<file path="config.mk">
export PLATFORM = sky130hd
export DESIGN_NAME = mem_port_arbiter
export DESIGN_NICKNAME = d
export VERILOG_FILES = /design/src/rtl/mem_port_arbiter.sv
export SDC_FILE = /design/constraint.sdc
export NUM_CORES = 1
export LEC_CHECK = 0
export ABC_AREA = 1
export BUFFER_PORTS_ARGS = -buffer_cell sky130_fd_sc_hd__buf_2
export CORE_AREA = 2 2 209 211
export DETAILED_ROUTE_END_ITERATION = 16
export DIE_AREA = 0 0 211 213
export SYNTH_ARGS = -nofsm -noshare
export SYNTH_HDL_FRONTEND = slang
export SYNTH_SLANG_ARGS = --single-unit
</file>
<file path="constraint.sdc">
create_clock -name clk -period 1.07 [get_ports clk]
set_input_delay 0 -clock clk [delete_from_list [all_inputs] [get_ports clk]]
set_output_delay 0 -clock clk [all_outputs]
set_load 0.05 [all_outputs]
</file>
<file path="src/rtl/mem_port_arbiter.sv">
`default_nettype none
// ============================================================================
// Module   : mem_port_arbiter
// Brief    : Shares one memory port between the IFU and the LSU, one transaction
//            in flight. Define ARB_ROUND_ROBIN_EN for an alternating tie-break.
// Revision : 1.0
// ============================================================================
module mem_port_arbiter #(
  parameter int ADDR_W = 64,
  parameter int DATA_W = 64
) (
  input  logic                clk,
  input  logic                rst,
  // instruction fetch side
  input  logic                ifu_req_valid,
  output logic                ifu_req_ready,
  input  logic [ADDR_W-1:0]   ifu_req_addr,
  output logic                ifu_resp_valid,
  output logic [DATA_W-1:0]   ifu_resp_data,
  // load/store side
  input  logic                lsu_req_valid,
  output logic                lsu_req_ready,
  input  logic [ADDR_W-1:0]   lsu_req_addr,
  input  logic                lsu_req_wen,
  input  logic [DATA_W-1:0]   lsu_req_wdata,
  input  logic [DATA_W/8-1:0] lsu_req_wmask,
  output logic                lsu_resp_valid,
  output logic [DATA_W-1:0]   lsu_resp_data,
  // memory side
  output logic                mem_req_valid,
  input  logic                mem_req_ready,
  output logic [ADDR_W-1:0]   mem_req_addr,
  output logic                mem_req_wen,
  output logic [DATA_W-1:0]   mem_req_wdata,
  output logic [DATA_W/8-1:0] mem_req_wmask,
  input  logic                mem_resp_valid,
  input  logic [DATA_W-1:0]   mem_resp_data,
  output logic                busy
);

  localparam int   c_MASK_W  = DATA_W / 8;
  localparam logic c_OWN_IFU = 1'b0;
  localparam logic c_OWN_LSU = 1'b1;

  typedef enum logic [1:0] {
    S_IDLE = 2'd0,
    S_REQ  = 2'd1,
    S_WAIT = 2'd2
  } state_t;

  state_t                r_state;
  state_t                w_state_nxt;
  logic                  r_owner;
  logic [ADDR_W-1:0]     r_addr;
  logic                  r_wen;
  logic [DATA_W-1:0]     r_wdata;
  logic [c_MASK_W-1:0]   r_wmask;

  logic                  w_idle;
  logic                  w_grant_lsu;
  logic                  w_accept;
  logic                  w_resp_fire;

  assign w_idle = (r_state == S_IDLE);

  // ---------------------------------------------------------------------------
  // Arbitration
  // ---------------------------------------------------------------------------
`ifdef ARB_ROUND_ROBIN_EN
  logic r_last_grant;

  // On a tie, the requester that did not win last time takes the port.
  always_comb begin
    w_grant_lsu = lsu_req_valid && (!ifu_req_valid || (r_last_grant == c_OWN_IFU));
  end

  always_ff @(posedge clk) begin
    if (rst) begin
      r_last_grant <= c_OWN_IFU;
    end else if (w_accept) begin
      r_last_grant <= w_grant_lsu ? c_OWN_LSU : c_OWN_IFU;
    end
  end
`else
  always_comb begin
    w_grant_lsu = lsu_req_valid;
  end
`endif

  always_comb begin
    ifu_req_ready = w_idle && !rst && ifu_req_valid && !w_grant_lsu;
    lsu_req_ready = w_idle && !rst && w_grant_lsu;
    w_accept      = ifu_req_ready || lsu_req_ready;
  end

  // ---------------------------------------------------------------------------
  // FSM
  // ---------------------------------------------------------------------------
  always_ff @(posedge clk) begin
    if (rst) begin
      r_state <= S_IDLE;
    end else begin
      r_state <= w_state_nxt;
    end
  end

  always_comb begin
    w_state_nxt = r_state;
    case (r_state)
      S_IDLE:  if (w_accept)       w_state_nxt = S_REQ;
      S_REQ:   if (mem_req_ready)  w_state_nxt = S_WAIT;
      S_WAIT:  if (mem_resp_valid) w_state_nxt = S_IDLE;
      default:                     w_state_nxt = S_IDLE;
    endcase
  end

  // ---------------------------------------------------------------------------
  // Request latches
  // ---------------------------------------------------------------------------
  always_ff @(posedge clk) begin
    if (rst) begin
      r_owner <= c_OWN_IFU;
      r_addr  <= '0;
      r_wen   <= 1'b0;
      r_wdata <= '0;
      r_wmask <= '0;
    end else if (w_accept) begin
      if (w_grant_lsu) begin
        r_owner <= c_OWN_LSU;
        r_addr  <= lsu_req_addr;
        r_wen   <= lsu_req_wen;
        r_wdata <= lsu_req_wdata;
        // Loads never carry byte enables to memory.
        r_wmask <= lsu_req_wen ? lsu_req_wmask : '0;
      end else begin
        r_owner <= c_OWN_IFU;
        r_addr  <= ifu_req_addr;
        r_wen   <= 1'b0;
        r_wdata <= '0;
        r_wmask <= '0;
      end
    end
  end

  // ---------------------------------------------------------------------------
  // Memory port and response routing
  // ---------------------------------------------------------------------------
  assign busy          = !w_idle;
  assign mem_req_valid = (r_state == S_REQ);
  assign mem_req_addr  = r_addr;
  assign mem_req_wen   = r_wen;
  assign mem_req_wdata = r_wdata;
  assign mem_req_wmask = r_wmask;

  // Responses outside WAIT are stray and dropped; a reset cycle drops them too.
  assign w_resp_fire = (r_state == S_WAIT) && mem_resp_valid && !rst;

  always_comb begin
    ifu_resp_valid = w_resp_fire && (r_owner == c_OWN_IFU);
    lsu_resp_valid = w_resp_fire && (r_owner == c_OWN_LSU);
    ifu_resp_data  = ifu_resp_valid ? mem_resp_data : '0;
    lsu_resp_data  = lsu_resp_valid ? mem_resp_data : '0;
  end

endmodule
`default_nettype wire

</file>
==> results of run 1 <==
layer usage:
metal  part of all wire [%]  global-route usage (%)
met1                     40                    16.9
met2                     49                    24.4
met3                    7.5                    4.12
met4                    4.2                    9.08
met5                  0.036                       0
per-stage QoR:
stage                     worst slack, ns  hold WS, ns
after floorplan                    -0.498        0.134
after global placement             -0.393        0.252
after detailed placement           -0.411        0.256
after CTS                          -0.775       0.0330
after global routing               -0.825       0.0784
final                              -0.753       0.0746
layout by cell type, fill, tap and decap left out, drive strengths merged:
master	count
buf	591
clkinvlp	5
dlygate4sd3	203
o21ai	1
diode	3
nand3b	1
nand2	462
o211ai	1
a21oi	75
bufinv	4
nor2	261
clkinv	3
dfxtp	140
clkbuf	19
inv	144
nand3	11
cells in the mapped netlist:
cell and n:
a21oi_1 75, inv_1 139, buf_2 47, dfxtp_1 140, buf_1 5, nand3_1 11
inv_2 3, o21ai_0 1, nand3b_1 1, nand2_1 462, nor2_4 2, nor2_1 259
o211ai_2 1, buf_4 3, clkbuf_1 18
path summary, 6_finish.rpt:
path                                        start                 to  slack [ns]  cells after the start
worst max-delay path                   r_state[0]   lsu_resp_data[3]       -0.75                      7
worst min-delay path                          rst   mem_req_wmask[0]        0.07                      3
worst max register to register         r_state[1]  mem_req_wdata[48]       -0.42                      7
worst min register to register  mem_req_wdata[18]  mem_req_wdata[18]        0.46                      2
final cells by class:
class / count / area (sq um) / share of cell area, %
flip-flops and latches: 140 / 2810 / 19.3
repair buffers: 795 / 6150 / 42.3
multi-input cells: 812 / 3700 / 25.5
inverters: 142 / 547 / 3.76
diodes: 3 / 7.51 / 0.0516
clock inverters: 14 / 205 / 1.41
clock buffers: 18 / 439 / 3.02
well taps: 546 / 683 / 4.70
what timing repair did:
| action | in CTS | in global routing |
|---|---|---|
| setup buffers | 0 | 3 |
| endpoints found under the setup margin | 410 | 411 |
| pin swaps | 2 | 2 |
| gates cloned | 0 | 2 |
| hold buffers | 203 | 0 |
| endpoints found under the hold margin | 139 | 0 |
| gates resized for setup | 260 | 85 |
sequential cells by signal, indices dropped and copies added, names as in the netlist:
name,flops
mem_req_addr,64
mem_req_wdata,64
mem_req_wen,1
mem_req_wmask,8
r_owner,1
r_state,2
power groups by stage:
stage	registers, mW	clock network [mW]	logic [mW]
finish	5.74	6.58	4.71
global route	5.78	7.02	5.07
detailed placement	5.85	0	3.99
CTS	5.74	6.87	4.62
global placement	5.84	0	3.95
floorplan	7.04	0	1.48
cells by family after synthesis:
family,after synthesis,share of synthesized area (%)
buf+inv,215,12.8
simple gates,735,40.7
flops,140,40.8
compound gates,77,5.72
critical path: cells and delay by family, from the launching register on:
kind | cells | cell delay (ns)
AND/OR/NAND/NOR | 4 | 0.55
buffers and inverters | 3 | 0.47
flip-flops | 1 | 0.33
==> metrics, run 1 <==
P per Cell Area 1170 nW/um^2; CP max stage cell dfxtp_2; synth warn 0; fill cell count 4350; clock sinks between 100 and 150; pin count of the biggest net entering global routing between 60 and 70; Post-DP HPWL 24000 microns; CTS buffer count 17; Chip Width 211 microns; sequential area share after synthesis around 41%; Starting DRT DRC Count 525; critical path's largest stage delay ~0.33 ns; Crit Path Class reg2out; nets about 2.2k; RSZ-0062 raised after global routing true; area grow syn2layout 112%; total I/O pin count about 540; required time of the worst setup path 1.07 ns; f_max 549 MHz; CP cell instances inv_2 -> nand3_2 -> nor2_4 -> nand2_4 -> buf_12 -> nor2_1 -> buf_6; Synth area leaders dfxtp_1 (41%), nand2_1 (25%), nor2_1 (14%); RePlAce Congestion 0.817; Fin Setup TNS -136.06 ns; Max Slew Vio Count 0; initial core utilization approximately 16%; Via-to-Cell Ratio 4.01; sw frac between 30% and 40%; Gate power share 27.7%; Flop pwr share 33.7%; Final Setup Violations 306; Core Rows 76; root cell of the clock tree clkbuf_16; htree depth 4; clk_skew between 0.01 and 0.015 ns; Clock transition at path regs 0.07 ns; CP startpoint kind register; vias in the first global route 9597; Clock Latency Late Sink 0.46 ns; Critical Path Sink Type primary output; Slew HR a little over half; Mapped Area a little under 7000 sq um; top cell type's share of synthesized area between 40% and 50%; DR WL/cell 14.6 microns; failing checks negative setup slack; Port-buffer cells ~540; NetSw 5.76 mW; first-pass GRT wire length between 50000 and 60000 microns; drt first pass iters 4; internal power approximately 11 mW; Post-Place Cells 2227; final worst slack -0.753 ns; status finished, violations left; grt ovf 0; worst-path fanout max 27; Die Ht 213 microns; Vias 9910; Final period util 170%; share of layout cells above drive strength 1 around two fifths; initial antenna violation count 4; drc violations 0; syn avg cell area a little under 6 sq um; CORE AREA 42700 sq um; Detailed Route WL 36000 microns; clk buf depth 2; final hold vios 0; CP arrival 1.82 ns; Yosys reg bits 140; gr usage total 14.8%; Non-Filler Instances between 2k and 2.5k; peak supply drop 0.00132 V; worst slew pin tran 0.679 ns; CTS tree yes; Pleak about 7.6 nW; placed cell areas 10700 sq um; Clock power frac 38.6%; Hold Crit Class in2reg; Post-Syn Instances 1167; total die area 44900 sq um; number of library cell types mapped by synthesis 15; antenna-violating nets left 0; syn nets 1438; utilization after layout 34.1%; area leader, netlist dfxtp_1; Finished Cell Area roughly 15000 sq um; max_cap viols 0; Final min period 1.82 ns; total power between 15 and 20 mW
No activity file was read; power rests on OpenSTA's default activity.
==> run 2: changes to the inputs <==
- SKIP_LAST_GASP: not set -> 1
==> run 2 against run 1 <==
  * The run still ends with negative setup slack left
  * Wire length decreased by 0.57%
  * Final cell count is the same
  * Die area unchanged
  * Combinational power about the same
  * First-iteration DRC count increased by 9.5%
  * Fmax about the same
  * Register-to-register slack got worse by 0.11 ns
  * Critical path depth did not move
  * Non-clock buffer count decreased by 1
  * Critical path type unchanged
  * Largest cell class unchanged
  * Largest power group unchanged
==> metrics, run 2 (same netlist as run 1, synthesis figures left out) <==
Setup crit end ifu_resp_data[37]; failing checks negative setup slack; CTS buffer count 17 (unchanged); Core Rows 76 (unchanged); antenna-violating nets left 0 (unchanged); worst slew pin tran 0.675 ns (-0.00416 ns); DR WL/cell 14.5 microns (-0.57%); pin count of the biggest net entering global routing 65 (unchanged); Crit Path Class reg2out; Clock Latency Late Sink 0.46 ns (about the same); Port-buffer cells 541 (unchanged); Pleak 7.58 nW (-0.22%); total die area 44900 sq um (unchanged); final hold vios 0 (unchanged); Via-to-Cell Ratio 4.01 (about the same); most common cell after layout, fill and taps aside nand2_1; Final Setup Violations 305 (-0.33%); share of layout cells above drive strength 1 37.1% (-1.5 points); Starting DRT DRC Count 575 (+9.5%); Clock transition at path regs 0.07 ns (about the same); CP Launch Point r_state[0]; first-pass GRT wire length 50300 microns (-0.63%); Reg2Reg Capture Point mem_req_wdata[31]; peak supply drop 0.00133 V (+0.25%); worst r2r src r_state[0]; P per Cell Area 1190 nW/um^2 (+1.2%); Hold Slack 0.0813 ns (+0.00674 ns); CORE AREA 42700 sq um (unchanged); initial antenna violation count 5 (+1); Final min period 1.82 ns (-0.00128 ns); gr usage total 14.7% (-0.10 points); Post-DP HPWL 24000 microns (unchanged); CTS tree yes; R2R setup slack -0.53 ns (-0.11 ns); total I/O pin count 542 (unchanged); R2R cell count 6 (-1); Detailed Route WL 35800 microns (-0.57%); Chip Width 211 microns (unchanged); clock sinks 140 (unchanged); Non-Filler Instances 2470 (unchanged); CP startpoint kind register; area grow syn2layout 109%; f_max 549 MHz (about the same); commonest cells after routing, fill and taps aside nand2_1 (460), buf_2 (414), dlygate4sd3_1 (203), nor2_1 (186), dfxtp_1 (138); CP arrival 1.82 ns (about the same); total power 17.0 mW (-0.11%); worst-path fanout max 29 (+7.4%); RePlAce Congestion 0.817 (unchanged); drc violations 0 (unchanged); Slew HR 55.0% (+0.28 points); Fin Setup TNS -144.35 ns (-8.28 ns); vias in the first global route 9563 (-0.35%); clk buf depth 2 (unchanged); Critical Path Sink Type primary output; Hold Crit Class in2reg; root cell of the clock tree clkbuf_16; grt ovf 0 (unchanged); status finished, violations left; Die Ht 213 microns (unchanged); Vias 9902 (-0.081%); clk_skew 0.00953 ns (-0.000640 ns); Max Slew Vio Count 0 (unchanged); initial core utilization 16.1% (unchanged); nets 2179 (unchanged); drt first pass iters 7 (+3); RSZ-0062 raised after global routing true; Final period util 170% (about the same); dpl ws -0.411 ns (unchanged); final worst slack -0.752 ns (+0.00128 ns); max_cap viols 0 (unchanged); htree depth 4 (unchanged); required time of the worst setup path 1.07 ns (about the same); Post-Place Cells 2227 (unchanged)
## run 2: cell types whose count changed in the layout (fill, tap and decap cells not counted), sizes merged
cell	change
nand2	+1
buf	-1
## run 2: stage by stage
step,area (sq um),util (%)
finish,14400,33.6
global route,14400,33.6
CTS,14000,32.8
detailed placement,10700,25.1
global placement,10700,25.1
floorplan,7390,-
## run 2: routing by layer
metal	GRT usage, %	vias to the layer above	share of wire [%]
li1	-	4897	-
met1	16.8	4431	40
met2	24.2	463	48
met3	4.32	107	7.8
met4	8.86	4	4.1
met5	0	-	0.075
## run 2: worst min-delay path by stage
stage / endpoint / cells past startpoint / slack [ns] / from
after floorplan: r_state[1] / 2 / 0.13 / mem_req_ready
after global placement: mem_req_wdata[52] / 3 / 0.25 / lsu_req_wdata[52]
after detailed placement: mem_req_wmask[2] / 3 / 0.26 / lsu_req_wmask[2]
after CTS: mem_req_wmask[0] / 3 / 0.03 / rst
after global routing: mem_req_wen / 3 / 0.08 / rst
final: mem_req_wmask[0] / 3 / 0.08 / rst
## run 2: what timing repair did
item	in CTS	in global routing
buffers inserted	0	3
pin swaps	1	0
setup endpoints to repair	410	411
hold buffers	203	0
gates cloned	0	2
resized for setup	188	119
endpoints found under the hold margin	139	0
## run 2: power by group
group,internal (mW),switching [mW],total [mW]
Combinational,1.69,3.01,4.70
Clock,4.00,2.58,6.58
Sequential,5.57,0.176,5.74
Total,11.3,5.76,17.0
## run 2: layout make-up
cell class                 count  area, sq um
multi-input combinational    813         3640
antenna                        3         7.51
clock inverter                14          205
inverter                     142          547
clock buffer                  18          439
tap                          546          683
sequential                   140         2810
timing repair buffer         794         6030
fill                        4359        28300
## run 2: critical path, stage by stage, from the launching register on
cell and delay [ns]:
dfxtp_2 0.33, inv_2 0.07, nand3_4 0.07, nor2_4 0.18, nand2_4 0.12, buf_12 0.21, nor2_1 0.18, buf_6 0.19
==> run 3: changes to the inputs <==
- PLACE_DENSITY: not set -> 0.39
==> run 3 against run 2 <==
  * The run still ends with negative setup slack left
  * First-iteration DRC count fell by 3.7%
  * Count of clock-buffer cells in the layout did not move
  * Utilization rose by 3.6 points
  * Non-clock buffer count rose by 31
  * Via count did not move
  * Wire length rose by 5.0%
  * Die area did not move
==> metrics, run 3 (same netlist as run 1, synthesis figures left out) <==
Starting DRT DRC Count 554 (-3.7%); antenna-violating nets left 0 (unchanged); P per Cell Area 1110 nW/um^2 (-6.1%); commonest cells after routing, fill and taps aside buf_2 (408), nand2_1 (397), dlygate4sd3_1 (204), nor2_1 (149), dfxtp_1 (138); worst slew pin tran 0.674 ns (-0.00100 ns); clock sinks 140 (unchanged); first-pass GRT wire length 49500 microns (-1.6%); max_cap viols 0 (unchanged); Max Slew Vio Count 0 (unchanged); Pleak 8.19 nW (+8.1%); pin count of the biggest net entering global routing 57 (-12%); worst-path fanout max 23 (-21%); Crit Path Class reg2out; CORE AREA 42700 sq um (unchanged); drt first pass iters 8 (+1); Final min period 1.76 ns (-0.0600 ns); failing checks negative setup slack; Hold Slack 0.182 ns (+0.101 ns); Clock transition at path regs 0.06 ns (about the same); share of layout cells above drive strength 1 45.3% (+8.2 points); Final Setup Violations 331 (+8.5%); vias in the first global route 9242 (-3.4%); final worst slack -0.692 ns (+0.0600 ns); CTS tree yes; DR WL/cell 15.0 microns (+3.8%); nets 2210 (+1.4%); htree depth 4 (unchanged); wire length on met1 15300 microns (+7.9%); Chip Width 211 microns (unchanged); utilization after layout 37.2% (+3.6 points); Slew HR 55.1% (+0.067 points); Die Ht 213 microns (unchanged); Via-to-Cell Ratio 3.96 (-1.2%); Core Rows 76 (unchanged); CP arrival 1.76 ns (-0.06 ns); most common cell after layout, fill and taps aside buf_2; Hold Crit Class in2reg; met2 wire length 19100 microns (+10%); final hold vios 0 (unchanged); Port-buffer cells 541 (unchanged); RSZ-0062 raised after global routing true; Post-DP HPWL 24500 microns (+2.4%); Critical Path Sink Type primary output; Vias 9902 (unchanged); root cell of the clock tree clkbuf_16; CTS buffer count 17 (unchanged); initial antenna violation count 3 (-2); area grow syn2layout 131%; drc violations 0 (unchanged); grt ovf 0 (unchanged); peak supply drop 0.00109 V (-18%); RePlAce Congestion 0.780 (-4.6%); R2R setup slack -0.51 ns (+0.02 ns); total I/O pin count 542 (unchanged); CP startpoint kind register; fill cell count 4451 (+2.1%); Detailed Route WL 37600 microns (+5.0%); clk buf depth 2 (unchanged); Met3 Wirelength 2130 microns (-24%); Clock Latency Late Sink 0.45 ns (about the same); max layer used met5; initial core utilization 16.1% (unchanged); Final period util 165% (-5.6 points); clk_skew 0.0122 ns (+0.00269 ns); status finished, violations left; total die area 44900 sq um (unchanged); f_max 568 MHz (+3.4%); gr usage total 14.2% (-0.45 points); required time of the worst setup path 1.07 ns (about the same)
## run 3: power breakdown
part	internal (mW)	total, mW	switching, mW
registers	5.57	5.78	0.211
logic	2.20	5.49	3.30
clock network	3.77	6.41	2.64
## run 3: area by class of cell
type	count	area, sq um	share of cell area (%)
repair buffers	825	6930	43.6
multi-input cells	813	4300	27.1
flip-flops and latches	140	2810	17.7
well taps	546	683	4.30
inverters	142	547	3.44
clock buffers	18	439	2.76
clock inverters	14	183	1.15
diodes	2	5.00	0.0315
## run 3: metal layers
metal,vias up,global-route usage [%]
met3,61,3.78
li1,4975,-
met5,-,0
met2,331,24.2
met4,2,6.63
met1,4533,16.7
## run 3: repair_timing
item / 4_1_cts / 5_1_grt
gates resized for setup: 244 / 295
setup endpoints to repair: 410 / 408
setup buffers: 4 / 9
gates cloned: 1 / 23
hold buffers: 204 / 0
pin swaps: 1 / 25
endpoints found under the hold margin: 139 / 0
## run 3: worst max-delay path: stages (launching register included)
cell,delay (ns)
dfxtp_2,0.34
inv_2,0.06
nand3_2,0.06
nor2_2,0.11
buf_6,0.14
nand2_4,0.09
buf_12,0.19
nor2_1,0.14
buf_6,0.17
## run 3: path summary, 6_finish.rpt
path	cells past startpoint	end	start
max	8	lsu_resp_data[53]	r_state[0]
min	6	mem_req_addr[40]	lsu_req_valid
max reg2reg	9	mem_req_wdata[8]	r_state[1]
min reg2reg	2	mem_req_wdata[51]	mem_req_wdata[51]
## run 3: per-stage QoR
| stage | area (sq um) | std cells | total power [mW] | TNS, ns | setup WS [ns] |
|---|---|---|---|---|---|
| 5_1_grt | 15900 | 2499 | 18.6 | -182.34 | -0.798 |
| 2_1_floorplan | 7390 | 1167 | 8.53 | -58.37 | -0.498 |
| 6_report | 15900 | 2500 | 17.7 | -151.56 | -0.692 |
| 4_1_cts | 14300 | 2467 | 17.2 | -150.36 | -0.748 |
| 3_5_place_dp | 10800 | 2226 | 9.94 | -62.01 | -0.319 |
| 3_3_place_gp | 10800 | 2226 | 9.92 | -60.60 | -0.328 |
